[config.mk]
export PLATFORM = sky130hd
export DESIGN_NAME = seq_det_rr_scheduler
export DESIGN_NICKNAME = d
export VERILOG_FILES = /design/src/rtl/seq_det_rr_scheduler.sv
export SDC_FILE = /design/constraint.sdc
export NUM_CORES = 1
export LEC_CHECK = 0
export CAP_MARGIN = 20
export CORE_MARGIN = 2
export CORE_UTILIZATION = 45
export CTS_CLUSTER_SIZE = 30
export DETAILED_ROUTE_END_ITERATION = 7
export PLACE_DENSITY = 0.68
export RECOVER_POWER = 100
export SETUP_SLACK_MARGIN = 0.1
export SKIP_CTS_REPAIR_TIMING = 1
export SLEW_MARGIN = 25
export SYNTH_ARGS = -nofsm -noshare
export SYNTH_HDL_FRONTEND = slang
export SYNTH_SLANG_ARGS = --single-unit
[constraint.sdc]
create_clock -name Clk -period 5.4 [get_ports Clk]
set_input_delay 1.08 -clock Clk [delete_from_list [all_inputs] [get_ports Clk]]
set_output_delay 1.08 -clock Clk [all_outputs]
set_load 0.01 [all_outputs]
[src/rtl/seq_det_rr_scheduler.sv]
// seq_det_rr_scheduler: one "10X0" overlapping Moore detector next-state
// function shared round-robin across 4 channels. Each channel keeps its own
// 3-bit stored state and a saturating detection counter.
//
// Handshake: a channel raises Req[ch] with its serial bit on Din[ch] and holds
// both stable until Gnt[ch] is seen high; the rising edge on which Gnt[ch] is
// high consumes the bit (state and counter update, pointer moves to ch).
// Gnt is combinational, at most one bit high, and is zero during reset.
`timescale 1ns/1ps
module seq_det_rr_scheduler #(
  parameter int CNT_W = 8
) (
  input  logic             Clk,
  input  logic             Rst,
  input  logic [3:0]       Req,
  input  logic [3:0]       Din,
  input  logic [3:0]       Ch_En,
  input  logic [1:0]       Cnt_Sel,
  input  logic             Cnt_Clr,
  output logic [3:0]       Gnt,
  output logic [3:0]       OP,
  output logic [1:0]       Gnt_Ch,
  output logic [2:0]       CS,
  output logic [2:0]       NS,
  output logic [CNT_W-1:0] Cnt_Out
);

  // Stored channel state; the unused code 111 is treated like S0.
  typedef enum logic [2:0] {
    S0    = 3'b000,
    S1    = 3'b001,
    S2    = 3'b010,
    S3    = 3'b011,
    S4    = 3'b100,
    S5    = 3'b101,
    S6    = 3'b110,
    S_ILL = 3'b111
  } state_t;

  localparam logic [CNT_W-1:0] CNT_MAX = '1;
  localparam logic [CNT_W-1:0] CNT_ONE = {{(CNT_W-1){1'b0}}, 1'b1};

  state_t           st [4];
  logic [CNT_W-1:0] cnt [4];
  logic [1:0]       ptr;
  logic [1:0]       last_ch;
  logic [3:0]       elig;
  logic             gvalid;
  logic [1:0]       gidx;
  state_t           cur_st;
  state_t           nxt_st;
  logic             nxt_det;

  // Shared next-state function of the overlapping 10X0 detector.
  function automatic state_t next_state(input state_t s, input logic b);
    state_t n;
    case (s)
      S0:      n = b ? S1 : S0;
      S1:      n = b ? S1 : S2;
      S2:      n = b ? S4 : S3;
      S3:      n = b ? S1 : S5;
      S4:      n = b ? S1 : S6;
      S5:      n = b ? S1 : S0;
      S6:      n = b ? S4 : S3;
      default: n = b ? S1 : S0;
    endcase
    return n;
  endfunction

  // Round-robin search starting one past the last granted channel.
  // Returns {found, index}.
  function automatic logic [2:0] rr_pick(input logic [3:0] e, input logic [1:0] p);
    logic       found;
    logic [1:0] sel;
    logic [1:0] i;
    found = 1'b0;
    sel   = p;
    for (int k = 1; k <= 4; k++) begin
      i = p + 2'(k);
      if (!found && e[i]) begin
        found = 1'b1;
        sel   = i;
      end
    end
    return {found, sel};
  endfunction

  // Reset masks eligibility so nothing is granted while Rst is high.
  assign elig = Req & Ch_En & {4{~Rst}};

  // Grant decode and the shared next-state evaluation for the granted channel.
  always_comb begin
    {gvalid, gidx} = rr_pick(elig, ptr);
    Gnt     = gvalid ? (4'b0001 << gidx) : 4'b0000;
    cur_st  = st[gidx];
    nxt_st  = next_state(cur_st, Din[gidx]);
    nxt_det = gvalid && ((nxt_st == S5) || (nxt_st == S6));
    CS      = gvalid ? cur_st : S0;
    NS      = gvalid ? nxt_st : S0;
    Gnt_Ch  = gvalid ? gidx : last_ch;
    Cnt_Out = cnt[Cnt_Sel];
  end

  // Moore detect outputs decoded straight from the stored states.
  always_comb begin
    OP = 4'b0000;
    for (int c = 0; c < 4; c++) begin
      OP[c] = (st[c] == S5) || (st[c] == S6);
    end
  end

  // Channel states, counters, round-robin pointer and last-grant index.
  always_ff @(posedge Clk or posedge Rst) begin
    if (Rst) begin
      for (int c = 0; c < 4; c++) begin
        st[c]  <= S0;
        cnt[c] <= '0;
      end
      ptr     <= 2'd3;
      last_ch <= 2'd0;
    end else begin
      for (int c = 0; c < 4; c++) begin
        if (!Ch_En[c]) begin
          st[c] <= S0;
        end else if (gvalid && (gidx == 2'(c))) begin
          st[c] <= nxt_st;
        end
        if (Cnt_Clr && (Cnt_Sel == 2'(c))) begin
          cnt[c] <= '0;
        end else if (nxt_det && (gidx == 2'(c)) && (cnt[c] != CNT_MAX)) begin
          cnt[c] <= cnt[c] + CNT_ONE;
        end
      end
      if (gvalid) begin
        ptr     <= gidx;
        last_ch <= gidx;
      end
    end
  end

endmodule
==> summary.txt <==
STA
  • Tmin final: 5160 ps
  • Unrepaired setup endpoints after global routing: false
  • Final slew viol count: approximately 50
  • Worst Skew: 6.89 ps
  • Setup Viol. Count Final: 0
  • TNS Setup: 0 ps
  • Fmax: 194 MHz
  • Tcrit/Tclk final: 95.6%
  • Final Hold Fails: 0
  • Worst-margin pin slew: 2110 ps
  • Rel. slew slack: -41.7%
  • Slack of the critical path: roughly 240 ps

Worst setup path
  • Crit-path max cell delay: 610 ps
  • Type of origin of the critical path: input pin
  • Critical Path Fanout Max: 8
  • Critical path type: input pin to primary output
  • Critical path buffers and inverters: 2
  • Largest delay share family, worst path: buffers and inverters
  • Slowest CP cell: dlygate4sd3_1
  • Req. time, crit path: 4320 ps
  • WP data arrival: 4080 ps
  • Critical-path cell list: dlygate4sd3_1 > nand3b_1 > a32oi_1 > o22a_2 > mux4_2 > or3_1 > nand3_1 > nor2_1 > clkdlybuf4s50_1
  • Crit. End Element: primary output

Global routing
  • Antenna violations before repair: 0
  • First-pass GRT wire length: ~12 mm
  • Total global routing overflow: 0
  • Vias in the first global route: between 2000 and 2500
  • Largest net degree at the start of global routing: 49
  • GR Util All Layers: 20.7%

Status
  • Status: finished, violations left
  • Violated checks: capacitance limit, slew limit

Synth
  • Syn avg cell area: just under 10 sq um
  • Synthesized Nets: 327
  • Mapped Cells: 306
  • Area leader, netlist: dfrtp_1
  • Synthesized area: 2940 sq um
  • Area contributors post-synth: dfrtp_1, mux4_2, o21ai_0
  • Synth async-reset ratio: 100%
  • Post-synth EDFFs: 0
  • Cell with the most instances after synthesis: dfrtp_1
  • Seq/Total Area, Yosys: 41.0%
  • Synth warnings: 0
  • Cell variety after synth: 48
  • #FFs+latches synth: 48
  • Ys flop type: dfrtp_1
  • Most frequent cells after synthesis: dfrtp_1, o21ai_0, nand3_1, nand2_1, nor2_1
  • Top cell type's share of synthesized area: 39.2%

Die
  • Initial Util: 46.3%
  • Row cnt: 29
  • Die area: 7190 sq um
  • Die Width: 84.8 um
  • Top-Level Pins: 41
  • Vert. Die Dim: 84.8 um
  • CORE AREA: 6350 sq um

Clocking
  • Clock Path Buffers: 2
  • Clock-pin slew on the worst setup and hold paths: 80 ps
  • CTS tree: built
  • Clock sink total: 48
  • Htree depth: 2
  • Clk_lat worst skew: 300 ps
  • Cts bufs inserted: 5
  • Root Buffer: clkbuf_8

Routing
  • DRC viols: 0
  • Antenna-violating nets left: 0
  • DR vias: 2573
  • Final WL: 7.24 mm
  • Vias per inst: 6.05
  • DRT Pass-1 Iters: 4
  • 1st-iter DRT viols: 159
  • Routed WL per cell: roughly 17 um

Place
  • Post-DP HPWL: 5.45 mm
  • Port Buffers: 40
  • Final GP Congestion: about 0.85
  • Dpl ws: 127 ps

Flow run
  • Max-cap violations: 1

Layout
  • Antenna diodes: 0
  • Layout area overhead: 20.4%
  • Layout Utilization: 55.7%
  • # fillers: 559
  • Share of layout cells above drive strength 1: 9.20%
  • Nets: 369

Power
  • PwrDens: 250 nW/um^2
  • LEAKAGE: 1.60 nW
  • VDD IR-drop max: about 0.14 mV

Worst hold path
  • Tightest Hold Check Type: register to register
power breakdown:
group	leakage (nW)	total [mW]	internal (mW)	switching (mW)
registers	0.658	0.396	0.380	0.0160
logic	0.878	0.188	0.0824	0.105
clock network	0.0642	0.302	0.182	0.119
total	1.60	0.886	0.645	0.241
kinds of logic after synthesis:
family,share of synthesized area (%)
xor gates and xnor gates,3.58
and+or+nand+nor,23.5
adders and majority gates,1.70
DFF,41.0
AOI/OAI and AO/OA,15.2
buffers and inverters,3.83
muxes,11.2
worst register-to-register path: cells and delay by family (launching register included):
family / cells / cell delay, ps
AOI/OAI and AO/OA: 4 / 1150
muxes: 1 / 590
buffers and inverters: 1 / 400
and+or+nand+nor: 3 / 1120
DFF: 1 / 580
registers in the layout (all words and copies together), names as in the netlist:
| name | flops |
|---|---|
| st | 12 |
| last_ch | 2 |
| ptr | 2 |
| cnt | 32 |
through the flow:
stage	hold WS (ps)	power, mW	cells	instance area [sq um]
floorplan	476	0.527	306	2940
global placement	458	0.595	417	3420
detailed placement	465	0.597	417	3420
CTS	485	0.896	424	3550
global route	507	0.924	425	3540
finish	475	0.886	425	3540
per-layer routing:
metal	share of wire (%)	global-route usage (%)	vias to the layer above	wire [um]
li1	-	-	1216	-
met3	4.1	3.34	10	298
met4	1.7	6.35	0	125
met2	48	33.4	61	3450
met5	0	0	-	0
met1	47	28.9	1286	3370
placed cells by master (no fill, tap or decap), types with 3 or more instances in the layout:
master / count
nand2_1: 23
nor3_1: 5
mux2i_1: 6
xor2_1: 12
o31ai_1: 5
a21oi_1: 21
dfrtp_1: 46
clkdlybuf4s50_1: 17
clkbuf_8: 5
nand3_1: 24
o211ai_1: 3
or3_1: 14
or4_1: 7
inv_1: 11
dlygate4sd3_1: 23
nor2_1: 22
o21ai_0: 29
and2_1: 8
mux4_2: 12
ha_1: 4
and3_1: 9
clkbuf_1: 4
buf_4: 3
worst paths after layout:
| kind | startpoint | end | slack [ps] | cells past startpoint |
|---|---|---|---|---|
| setup / recovery | Rst | NS[1] | 240 | 9 |
| hold / removal | last_ch[1]$_DFF_PP0_ | last_ch[1]$_DFF_PP0_ | 480 | 2 |
| setup reg to reg | ptr[1]$_DFFE_PP1N_ | cnt[21]$_DFFE_PP0P_ | 1490 | 9 |
| hold reg to reg | last_ch[1]$_DFF_PP0_ | last_ch[1]$_DFF_PP0_ | 480 | 2 |
| max in group asynchronous | Rst | st[1]$_DFFE_PP0P_ | 2560 | 2 |
| min in group asynchronous | Rst | st[10]$_DFFE_PP0P_ | 1880 | 2 |
layout make-up:
cell class	instances	area [sq um]	area share, %
Tap cell	77	96.3	2.72
Clock buffer	5	68.8	1.95
Clock inverter	2	60.1	1.70
Inverter	13	50.0	1.41
Timing Repair Buffer	47	438	12.4
Multi-Input combinational cell	233	1620	45.8
Sequential cell	48	1200	34.0
No activity file was read; power rests on OpenSTA's default activity.
